**src/rtl/unidade_controle_jogada_pkg.sv**
```systemverilog
// Shared definitions for the sequence-memory game control unit: state codes
// (also used by the hex display decoder) and the Moore output bundle.
package unidade_controle_jogada_pkg;

  // State codes are fixed because db_estado drives the hex display directly.
  typedef enum logic [3:0] {
    INICIAL     = 4'h0,
    PREPARACAO  = 4'h1,
    ESPERA      = 4'h2,
    REGISTRA    = 4'h4,
    COMPARA     = 4'h5,
    PROXIMO     = 4'h6,
    FIM_ACERTO  = 4'hA,
    FIM_TIMEOUT = 4'hD,
    FIM_ERRO    = 4'hE
  } estado_t;

  typedef struct packed {
    logic zera_contador;
    logic conta_contador;
    logic zera_registrador;
    logic registra;
    logic pronto;
    logic acertou;
    logic errou;
    logic timeout;
  } saidas_t;

  localparam saidas_t SAIDAS_NULAS = '0;

  // Moore decode: every output is a pure function of the current state.
  function automatic saidas_t decodifica_saidas(input estado_t estado);
    saidas_t s;
    s = SAIDAS_NULAS;
    case (estado)
      PREPARACAO: begin
        s.zera_contador    = 1'b1;
        s.zera_registrador = 1'b1;
      end
      REGISTRA:    s.registra       = 1'b1;
      PROXIMO:     s.conta_contador = 1'b1;
      FIM_ACERTO: begin
        s.pronto  = 1'b1;
        s.acertou = 1'b1;
      end
      FIM_ERRO: begin
        s.pronto = 1'b1;
        s.errou  = 1'b1;
      end
      FIM_TIMEOUT: begin
        s.pronto  = 1'b1;
        s.timeout = 1'b1;
      end
      default: s = SAIDAS_NULAS;
    endcase
    return s;
  endfunction

endpackage

```
**src/rtl/unidade_controle_jogada_contador_timeout.sv**
```systemverilog
// Saturating per-jogada timeout counter: counts 0..M-1 while enabled and
// flags the terminal count; it never wraps.
module contador_timeout #(
  parameter int M  = 5000,
  localparam int TW = $clog2(M)
) (
  input  logic          clock,
  input  logic          reset,
  input  logic          zera,
  input  logic          conta,
  output logic [TW-1:0] q,
  output logic          fim
);

  assign fim = (q == TW'(M - 1));

  // NOTE: state is assigned with <= so every flop samples pre-edge values;
  // the reset is synchronous, so it lives inside the clocked branch.
  always_ff @(posedge clock) begin
    if (!reset) begin
      q <= '0;
    end else if (zera) begin
      q <= '0;
    end else if (conta && !fim) begin
      q <= q + 1'b1;
    end
  end

endmodule

```
**src/rtl/unidade_controle_jogada.sv**
```systemverilog
// Control FSM for the sequence-memory game: start, clear datapath, then per
// address wait for a jogada, latch chaves, compare, and advance or finish.
module unidade_controle_jogada
  import unidade_controle_jogada_pkg::*;
#(
  parameter int TIMEOUT_CYCLES = 5000
) (
  input  logic       clock,
  input  logic       reset,
  input  logic       iniciar,
  input  logic       jogada,
  input  logic       igual,
  input  logic       fim_contagem,
  output logic       zera_contador,
  output logic       conta_contador,
  output logic       zera_registrador,
  output logic       registra,
  output logic       pronto,
  output logic       acertou,
  output logic       errou,
  output logic       timeout,
  output logic [3:0] db_estado
);

  localparam int TW = $clog2(TIMEOUT_CYCLES);

  estado_t       estado;
  estado_t       proximo;
  saidas_t       saidas;
  logic          tmo_zera;
  logic          tmo_conta;
  logic          tmo_fim;
  logic [TW-1:0] tmo_q;

  // The counter only runs in ESPERA, so each wait starts from zero and
  // reaches its terminal count on exactly the TIMEOUT_CYCLES-th cycle.
  assign tmo_conta = (estado == ESPERA);
  assign tmo_zera  = !tmo_conta;

  contador_timeout #(
    .M (TIMEOUT_CYCLES)
  ) u_contador_timeout (
    .clock (clock),
    .reset (reset),
    .zera  (tmo_zera),
    .conta (tmo_conta),
    .q     (tmo_q),
    .fim   (tmo_fim)
  );

  always_ff @(posedge clock) begin
    if (!reset) begin
      estado <= INICIAL;
    end else begin
      estado <= proximo;
    end
  end

  // NOTE: proximo gets a default before the case so no path can leave it
  // unassigned, which would otherwise infer a latch.
  always_comb begin
    proximo = estado;
    case (estado)
      INICIAL:    proximo = iniciar ? PREPARACAO : INICIAL;
      PREPARACAO: proximo = ESPERA;
      // jogada beats the timeout when both arrive on the same cycle.
      ESPERA: begin
        if (jogada) begin
          proximo = REGISTRA;
        end else if (tmo_fim) begin
          proximo = FIM_TIMEOUT;
        end else begin
          proximo = ESPERA;
        end
      end
      REGISTRA: proximo = COMPARA;
      COMPARA: begin
        if (!igual) begin
          proximo = FIM_ERRO;
        end else if (fim_contagem) begin
          proximo = FIM_ACERTO;
        end else begin
          proximo = PROXIMO;
        end
      end
      PROXIMO:     proximo = ESPERA;
      FIM_ACERTO:  proximo = iniciar ? PREPARACAO : FIM_ACERTO;
      FIM_ERRO:    proximo = iniciar ? PREPARACAO : FIM_ERRO;
      FIM_TIMEOUT: proximo = iniciar ? PREPARACAO : FIM_TIMEOUT;
      default:     proximo = INICIAL;
    endcase
  end

  always_comb begin
    saidas = decodifica_saidas(estado);
  end

  assign zera_contador    = saidas.zera_contador;
  assign conta_contador   = saidas.conta_contador;
  assign zera_registrador = saidas.zera_registrador;
  assign registra         = saidas.registra;
  assign pronto           = saidas.pronto;
  assign acertou          = saidas.acertou;
  assign errou            = saidas.errou;
  assign timeout          = saidas.timeout;
  assign db_estado        = estado;

  a_resultado_exclusivo: assert property (@(posedge clock)
    $onehot0({acertou, errou, timeout}));

  a_resultado_implica_pronto: assert property (@(posedge clock)
    (acertou || errou || timeout) |-> pronto);

  a_tmo_limpo_fora_espera: assert property (@(posedge clock)
    (!reset || estado != ESPERA) |=> (tmo_q == '0));

endmodule

```
**config.mk**
```make
export PLATFORM = sky130hd
export DESIGN_NAME = unidade_controle_jogada
export DESIGN_NICKNAME = d
export VERILOG_FILES = /design/src/rtl/unidade_controle_jogada_pkg.sv /design/src/rtl/unidade_controle_jogada_contador_timeout.sv /design/src/rtl/unidade_controle_jogada.sv
export SDC_FILE = /design/constraint.sdc
export NUM_CORES = 1
export LEC_CHECK = 0
export CAP_MARGIN = 20
export CORE_MARGIN = 2
export CORE_UTILIZATION = 41
export CTS_BUF_LIST = sky130_fd_sc_hd__clkbuf_16
export CTS_CLUSTER_DIAMETER = 100
export DETAILED_ROUTE_END_ITERATION = 16
export GPL_ROUTABILITY_DRIVEN = 0
export GPL_TIMING_DRIVEN = 0
export PLACE_DENSITY = 0.66
export SLEW_MARGIN = 20
export SYNTH_ARGS = -nofsm -noshare
export SYNTH_HDL_FRONTEND = slang
export SYNTH_SLANG_ARGS = --single-unit
```
**constraint.sdc**
```tcl
create_clock -name clock -period 4.6 [get_ports clock]
set_clock_uncertainty 0.1 [all_clocks]
set_input_delay 0.69 -clock clock [delete_from_list [all_inputs] [get_ports clock]]
set_output_delay 0.69 -clock clock [all_outputs]
set_load 0.01 [all_outputs]
```
-- Word level (Yosys, flattened, before mapping)
Index checks and enable logic that the tools add are counted.
Widths: inputs -> output; s select.
- multiplexer cells: 16
- eq/ne operators: 9
- reduce and logical (&&, ||, !) cells: 6
- add/subtract/negate cells: 1
- operator list (cell ; number):
    $pmux 4 s8 ; 1
    $mux 4 ; 7
    $add 13x1->13 const B ; 1
    $eq 13x13->1 const B ; 1
    $eq 4x3->1 const B ; 3
    $eq 4x4->1 const B ; 3
    $mux 1 ; 8
    $eq 4x1->1 const B ; 1
    $eq 4x2->1 const B ; 1
    $logic_not 4->1 ; 1
    $reduce_or 3->1 ; 1
    $reduce_and 2->1 ; 1
    $reduce_or 2->1 ; 1
    $logic_and 1x1->1 ; 1
    $logic_not 1->1 ; 1
- output and inout bits: 12
- word-level logic and storage cells: 34
- bits in registers: 17
- input bits: 6

-- Depth between registers and ports, before layout
Gate-level depths: netlist (run 1).
- word-level depth: 4
- gate-level depth with buffers: 5
- gate-level depth less buffers: 5

-- By module
From an unflattened synthesis (run 1), not the netlist that was laid out.
- cells, all modules: 124
- area total of the unflattened synthesis: 1088.5 um^2
- by module, submodules not included (module ; times used ; cells each ; seq. area each (um^2) ; area an instance (um^2)):
    contador_timeout ; 1 ; 72 ; 260.2 ; 700.7
    unidade_controle_jogada ; 1 ; 52 ; 80.1 ; 387.9

-- Least setup slack after synthesis (run 1)
No wires, ideal clock.
- kind: register -> register
- start point: reg estado[1], in the netlist db_estado[1]
- end point: reg u_contador_timeout.q[12]
- clock period less this slack: 2.179 ns
- setup time: 0.071 ns
- required time: 4.429 ns
- buffers on the path: 1
- arrival time: 2.009 ns
- path slack: 2.421 ns
- stages on the path, launching flop included: 6
- cell sequence: dfxtp_1 > buf_4 > or4b_4 > or4_4 > or3_1 > a21oi_1
- cells in the longest elaborated chain, start to end: 2
- elaborated cells between the ends (all ways): 3
- classes of those cells: eq/ne: 1; reduce/logical: 2
- ends and longest elaborated chain (what ; line ; RTL):
    start: declaration ; unidade_controle_jogada.sv:27 ; estado_t estado;
    start signal: assignment ; unidade_controle_jogada.sv:55 ; estado <= proximo;
    $eq 4x2->1 (*) ; unidade_controle_jogada.sv:37 ; assign tmo_conta = (estado == ESPERA);
    $reduce_and 2->1 (no line) / $logic_and 1x1->1 (equally long branches) ; -- ;
    end signal: assignment ; unidade_controle_jogada_contador_timeout.sv:25 ; q <= q + 1'b1;
    end: declaration ; unidade_controle_jogada_contador_timeout.sv:11 ; output logic [TW-1:0] q,
Mark *: on every way between the ends. The rest lies on a longest branch, timed or not.
A chain may end at the register's enable or synchronous reset.

-- Worst setup path after layout (run 1)
- start point: reg estado[0], in the netlist db_estado[0]
- end point: out pronto
- cells in the longest elaborated chain, start to end: 3
- elaborated cells between the ends (all ways): 5
- classes of those cells: eq/ne: 3; mux: 1; reduce/logical: 1
- ends and longest elaborated chain (what ; line ; RTL):
    $eq 4x4->1 ; unidade_controle_jogada_pkg.sv:35 ; case (estado)
    $reduce_or 3->1 (no line) (*) ; -- ;
    $mux 1 (*) ; unidade_controle_jogada_pkg.sv:35 ;
    end: declaration ; unidade_controle_jogada.sv:18 ; output logic pronto,
Marked as above.

==> parameters.txt, run 1 <==
Parameter                              Value

Timing
  Slack of the critical path    around 1.9 ns
  Final period demand of the worst path    2.69 ns
  Final worst path period share    58.4%
  Max-slew headroom at the worst pin    66.7%
  Achievable clock frequency    0.372 GHz
  Hold Vio Cnt, Final    0
  Worst Max-Slew Pin Slew    0.493 ns
  RSZ-0062 raised after global routing    false
  Setup Total Neg Slack    0 ns
  Post-route worst hold slack    0.379 ns
  Number of endpoints failing setup at the final stage    0
  Max Slew Vio Count    0

Layout
  Area used by sequential logic in the layout    340 µm²
  Fraction of layout cells with a size suffix above 1    5.76%
  Antenna Cells    0
  Final nets    147
  Footprint of the multi-input gates    around 540 µm²
  Finished Cell Area    1210 µm²
  Relative area change from synthesis to final layout    30.6%
  Filler cell count in the final layout    235

GRT
  Initial antenna violation count    0
  First-pass GRT wire length    about 3800 µm
  Number of global-route vias before repair    922
  Overall fraction of global-route tracks in use    18.5%
  Maximum number of pins on one net before global-route repair    11
  Total global routing overflow    0

Worst setup path
  Data required time at the worst endpoint    approximately 3.8 ns
  Data arrival, critical path    roughly 1.9 ns
  Flop-to-flop setup slack    2.40 ns
  Worst-path fanout max    10
  Path depth of the worst reg2reg path    5
  Nature of the critical path endpoint    output port
  Startpoint of the most critical register-to-register path    db_estado[1]
  Destination of the worst register-to-register timing path    u_contador_timeout.q[12]
  Critical setup path kind    register to output port
  Critical path launch point type    register

Routing
  Detailed Route Iter0 Violations    27
  Count of vias placed by the detailed router    896
  Total routed wire length on the met1 layer    914 µm
  Per-cell via count in the routed design    5.37
  Routed WL per cell    roughly 12 µm
  Wire length reported by the detailed router    between 2000 and 2500 µm
  Met3 routed WL    approximately 88 µm
  Number of nets with antenna violations after detailed routing    0
  Router iterations before antenna repair    4
  # DRC    0
  Topmost layer with routed signal wires    met4
  Met2 wirelength from detailed routing    roughly 1100 µm

CTS
  Clock tree from TritonCTS    done
  Clock transition at the registers of the reported paths    0.05 ns
  Total CTS buffers    3
  Resize count post-CTS    0
  TritonCTS Sinks    17
  Count of H-tree levels built during CTS    1
  Largest buffer count on any clock path    2
  Cts-stage hold buffer count    0
  Post-CTS repair timing setup buffer count    0
  Cell at the root of the clock tree    clkbuf_16
  Clock latency at the later pin of the worst-skew pair    ~0.24 ns

Yosys
  Library cell with the largest summed area after synthesis    dfxtp_1
  Synth top area cells    dfxtp_1, a21oi_1, o21ai_0
  FF+latch count, synth    17
  Netlist area before placement    928 µm²
  Top cell type's share of synthesized area    36.7%
  Number of distinct standard cells referenced by the synthesized netlist    34
  Average instance area after synthesis    7.87 µm²
  Syn. warnings    0
  Total nets after synthesis    between 100 and 150
  Number of instances in the synthesized netlist    ~120
  Sequential fraction of the synthesis area    roughly 37%

Floorplan
  Ports    18
  Horizontal extent of the die    51.6 µm
  Y dimension of the die    51.6 µm
  Total Die Area    ~2700 µm²
  Effective utilization at floorplan    42.8%
  Number of cell rows    17
  Area inside the core boundary    2170 µm²

Worst hold path
  Hold Crit Class    register to register
  Cell depth of the worst hold path    2
  Hold path endpoint    u_contador_timeout.q[12]
  Hold Path Origin    u_contador_timeout.q[12]

Place
  Placed cell area    approximately 1100 µm²
  Sum of net half-perimeters after detailed placement    1550 µm
  IO Port Bufs    17
  Setup slack after placement    approximately 2.2 ns

Power
  Peak supply drop    226 µV
  Total power divided by cell area    308 nW/µm²
  Static leakage    around 0.40 nW

Job
  Number of violations of the max-capacitance limit    0

Outcome
  Outcome    finished, final reports clean
## flip-flops by register name (all words and copies together) (netlist names)
name,cells
db_estado,4
u_contador_timeout.q,13
## logic make-up (layout without fill, tap and decap cells)
family                     count (synthesis)  after routing  share of synthesized area, %
AOI/OAI and AO/OA                         30             30                          18.3
xor gates and xnor gates                   5              5                          4.72
adders and majority gates                  1              1                          1.35
buffers and inverters                     10             31                          4.85
DFF                                       17             17                          36.7
muxes                                      1              1                          1.08
and+or+nand+nor                           54             54                          33.0
## final cells by class
| class | instances | share of cell area, % |
|---|---|---|
| Multi-Input combinational cell | 91 | 44.8 |
| Timing Repair Buffer | 17 | 14.0 |
| Clock buffer | 3 | 6.19 |
| Inverter | 5 | 1.55 |
| Clock inverter | 1 | 0.310 |
| Buffer | 5 | 2.17 |
| Tap cell | 28 | 2.89 |
| Sequential cell | 17 | 28.1 |
## cells in the mapped netlist
cell,number
dfxtp_1,17
a21oi_1,15
nor2_1,12
nand2_1,9
o21ai_0,9
inv_1,5
or3_1,5
nand3_1,4
nor3_1,4
clkbuf_1,3
nand2b_1,3
xor2_1,3
and3_1,2
and4_1,2
buf_4,2
nand4_1,2
nor2b_1,2
nor4b_1,2
xnor2_1,2
a2111oi_0,1
a211oi_1,1
a221oi_1,1
a31o_2,1
a31oi_1,1
and2_1,1
ha_1,1
mux2i_1,1
nand3b_1,1
nor4_1,1
nor4bb_1,1
o32a_1,1
or4_4,1
or4b_1,1
or4b_4,1
## stage by stage
step	power [mW]	utilization, %	cells
global route	0.389	55.9	167
global placement	0.207	52.2	163
detailed placement	0.208	52.2	163
CTS	0.379	55.9	167
floorplan	0.186	-	118
finish	0.373	55.9	167
## where the power goes
part	switching (mW)	total [mW]	internal (mW)	leakage [nW]
logic	0.0241	0.0502	0.0261	0.218
registers	0.00403	0.155	0.151	0.137
clock network	0.0527	0.168	0.115	0.0423
## worst max path at each step
stage / from / to / slack [ns] / depth (start not counted)
after CTS: db_estado[0] / pronto / 1.89 / 4
after global placement: db_estado[0] / pronto / 2.21 / 4
after floorplan: db_estado[1] / u_contador_timeout.q[12] / 2.42 / 5
after detailed placement: db_estado[0] / pronto / 2.16 / 4
final: db_estado[0] / pronto / 1.91 / 4
after global routing: db_estado[0] / pronto / 1.75 / 4
## per-layer routing
| metal | global-route usage (%) | vias to the layer above |
|---|---|---|
| li1 | - | 468 |
| met5 | 0 | - |
| met2 | 33.1 | 19 |
| met1 | 21.6 | 407 |
| met4 | 7.46 | 0 |
| met3 | 3.16 | 2 |
## placed cells by master (no fill, tap or decap), types with 2 or more instances in the layout
master,count
nor2_1,12
and4_1,2
nand3_1,4
xnor2_1,2
dfxtp_1,17
or3_1,5
buf_4,2
nor3_1,4
nor4b_1,2
clkbuf_1,3
clkdlybuf4s50_1,17
and3_1,2
nand2b_1,3
a21oi_1,15
clkbuf_16,3
nor2b_1,2
nand4_1,2
inv_1,6
nand2_1,9
o21ai_0,9
xor2_1,3
## worst max-delay path, cell delays in order, from the launching register on
cell	delay, ns
dfxtp_1	0.38
clkbuf_1	0.33
nand3b_1	0.22
a21oi_1	0.18
clkdlybuf4s50_1	0.55
Power figures use the tool's default switching activity.
==> run 2: changes to the inputs <==
--- a/config.mk
+++ b/config.mk
@@ -13,7 +13,7 @@
 export DETAILED_ROUTE_END_ITERATION = 16
 export GPL_ROUTABILITY_DRIVEN = 0
 export GPL_TIMING_DRIVEN = 0
-export PLACE_DENSITY = 0.66
+export PLACE_DENSITY = 0.68
 export SLEW_MARGIN = 20
 export SYNTH_ARGS = -nofsm -noshare
 export SYNTH_HDL_FRONTEND = slang
==> constraint.sdc (replaced) <==
create_clock -name clock -period 2.4 [get_ports clock]
set_clock_uncertainty 0.1 [all_clocks]
set_input_delay 0.36 -clock clock [delete_from_list [all_inputs] [get_ports clock]]
set_output_delay 0.36 -clock clock [all_outputs]
set_load 0.01 [all_outputs]
==> run 2 against run 1 <==
  * Hold slack improved by 0.0068 ns
  * Global-route usage decreased by 2.1 points
  * Via count increased by 1.8%
  * Die area unchanged
  * Critical path depth unchanged
  * Clock power increased by 89%
  * Total power increased by 90%
  * Combinational power increased by 92%
==> parameters.txt, run 2 (same netlist as run 1, synthesis figures left out) <==
Parameter                              Value

Worst setup path
  Critical setup path kind    register to output port
  Data required time at the worst endpoint    ~1.9 ns
  Sequence of cells on the critical path    clkbuf_2, nand3b_1, a21oi_1, clkdlybuf4s50_1
  Crit path buf inv count    2
  Cell with the largest stage delay on the worst path    clkdlybuf4s50_1
  Worst-path fanout max    10
  Nature of the critical path endpoint    output port
  Critical path launch point type    register
  Data arrival, critical path    1.77 ns
  Gate family responsible for the most delay along the worst path    buffers and inverters
  Max stage delay on crit path    around 0.55 ns

Floorplan
  Effective utilization at floorplan    42.8%
  Y dimension of the die    51.6 µm
  Ports    18
  Total Die Area    2660 µm²
  Number of cell rows    17
  Area inside the core boundary    2170 µm²
  Horizontal extent of the die    51.6 µm

Layout
  Filler cell count in the final layout    200
  Relative area change from synthesis to final layout    30.9%
  Final nets    147
  Max reg flops    13
  Fraction of layout cells with a size suffix above 1    7.19%
  Number of cells in the finished layout apart from fillers    between 150 and 200
  Leading cell types in the layout, fill and taps excluded    dfxtp_1, clkdlybuf4s50_1, a21oi_1, nor2_1
  Register bank with the most flops    u_contador_timeout.q
  Antenna Cells    0
  Finished Cell Area    1210 µm²

Timing
  Worst Max-Slew Pin Slew    between 0.5 and 0.6 ns
  Achievable clock frequency    0.449 GHz
  Hold Vio Cnt, Final    0
  RSZ-0062 raised after global routing    false
  Max-slew headroom at the worst pin    63.0%
  Max Slew Vio Count    0
  Setup Total Neg Slack    0 ns
  Final worst path period share    92.8%
  Slack of the critical path    0.173 ns
  Number of endpoints failing setup at the final stage    0
  Final period demand of the worst path    2.23 ns

CTS
  Clock latency at the later pin of the worst-skew pair    roughly 0.24 ns
  Cell at the root of the clock tree    clkbuf_16
  Clock transition at the registers of the reported paths    about 0.050 ns
  Total CTS buffers    3
  Clock tree from TritonCTS    done
  TritonCTS Sinks    17
  Count of H-tree levels built during CTS    1
  Largest buffer count on any clock path    2

Routing
  Count of vias placed by the detailed router    roughly 900
  Number of nets with antenna violations after detailed routing    0
  Detailed Route Iter0 Violations    8
  # DRC    0
  Wire length reported by the detailed router    between 1500 and 2000 µm
  Routed WL per cell    approximately 12 µm
  Per-cell via count in the routed design    5.46
  Router iterations before antenna repair    4

Job
  Number of violations of the max-capacitance limit    0

Power
  Static leakage    0.405 nW
  Total power divided by cell area    584 nW/µm²
  Peak supply drop    389 µV
  PnR Total Power    710 µW

Place
  Setup slack after placement    ~0.19 ns
  Placed cell area    1130 µm²
  IO Port Bufs    17
  Number of instances in the placed design    163
  Sum of net half-perimeters after detailed placement    about 1500 µm

Worst hold path
  Hold Crit Class    register to register

GRT
  Total global routing overflow    0
  Overall fraction of global-route tracks in use    about 16%
  Initial antenna violation count    0
  Maximum number of pins on one net before global-route repair    11
  Number of global-route vias before repair    798
  First-pass GRT wire length    approximately 3300 µm

Outcome
  Outcome    finished, final reports clean
## run 2: cell counts in the layout (fill, tap and decap cells not counted)
No cell type changed its count.
## run 2: area by class of cell
class                           instances  area [µm²]  area share (%)
Tap cell                               28        35.0            2.88
Buffer                                  5        28.8            2.37
Sequential cell                        17         340            28.0
Inverter                                5        18.8            1.54
Clock buffer                            3        75.1            6.18
Clock inverter                          1        3.75           0.309
Timing Repair Buffer                   17         170            14.0
Multi-Input combinational cell         91         543            44.7
## run 2: worst paths after layout
kind	depth (start not counted)	slack, ns	start	endpoint
hold reg to reg	2	0.39	u_contador_timeout.q[12]	u_contador_timeout.q[12]
hold / removal	2	0.39	u_contador_timeout.q[12]	u_contador_timeout.q[12]
setup / recovery	4	0.17	db_estado[0]	pronto
setup reg to reg	5	0.19	db_estado[1]	u_contador_timeout.q[12]
## run 2: metrics by stage
stage | utilization (%) | hold slack, ns
5_1_grt | 56.0 | 0.415
2_1_floorplan | - | 0.354
3_5_place_dp | 52.2 | 0.379
3_3_place_gp | 52.2 | 0.367
4_1_cts | 55.9 | 0.386
6_report | 56.0 | 0.386
## run 2: repair_timing
item | 4_1_cts | 5_1_grt
hold buffers | 0 | 0
buffers inserted | 0 | 0
setup endpoints to repair | 0 | 4
gates resized for setup | 0 | 4
## run 2: where the power goes
group / internal, mW / total [mW] / switching [mW]
Sequential: 0.289 / 0.297 / 0.00752
Clock: 0.220 / 0.317 / 0.0964
Combinational: 0.0505 / 0.0962 / 0.0458
Total: 0.560 / 0.710 / 0.150
## run 2: worst reg2reg max path, delay by kind of cell, from the launching register on
kind | cells | cell delay (ns)
simple gates | 3 | 1.42
buf+inv | 1 | 0.16
compound gates | 1 | 0.14
flops | 1 | 0.33
## run 2: layer usage
layer  vias to the layer above  wire, µm  GRT usage, %
li1                        473         -             -
met1                       408       913          19.7
met2                        27       913          27.4
met3                         4       119          2.87
met4                         0        33          9.65
met5                         -         0             0
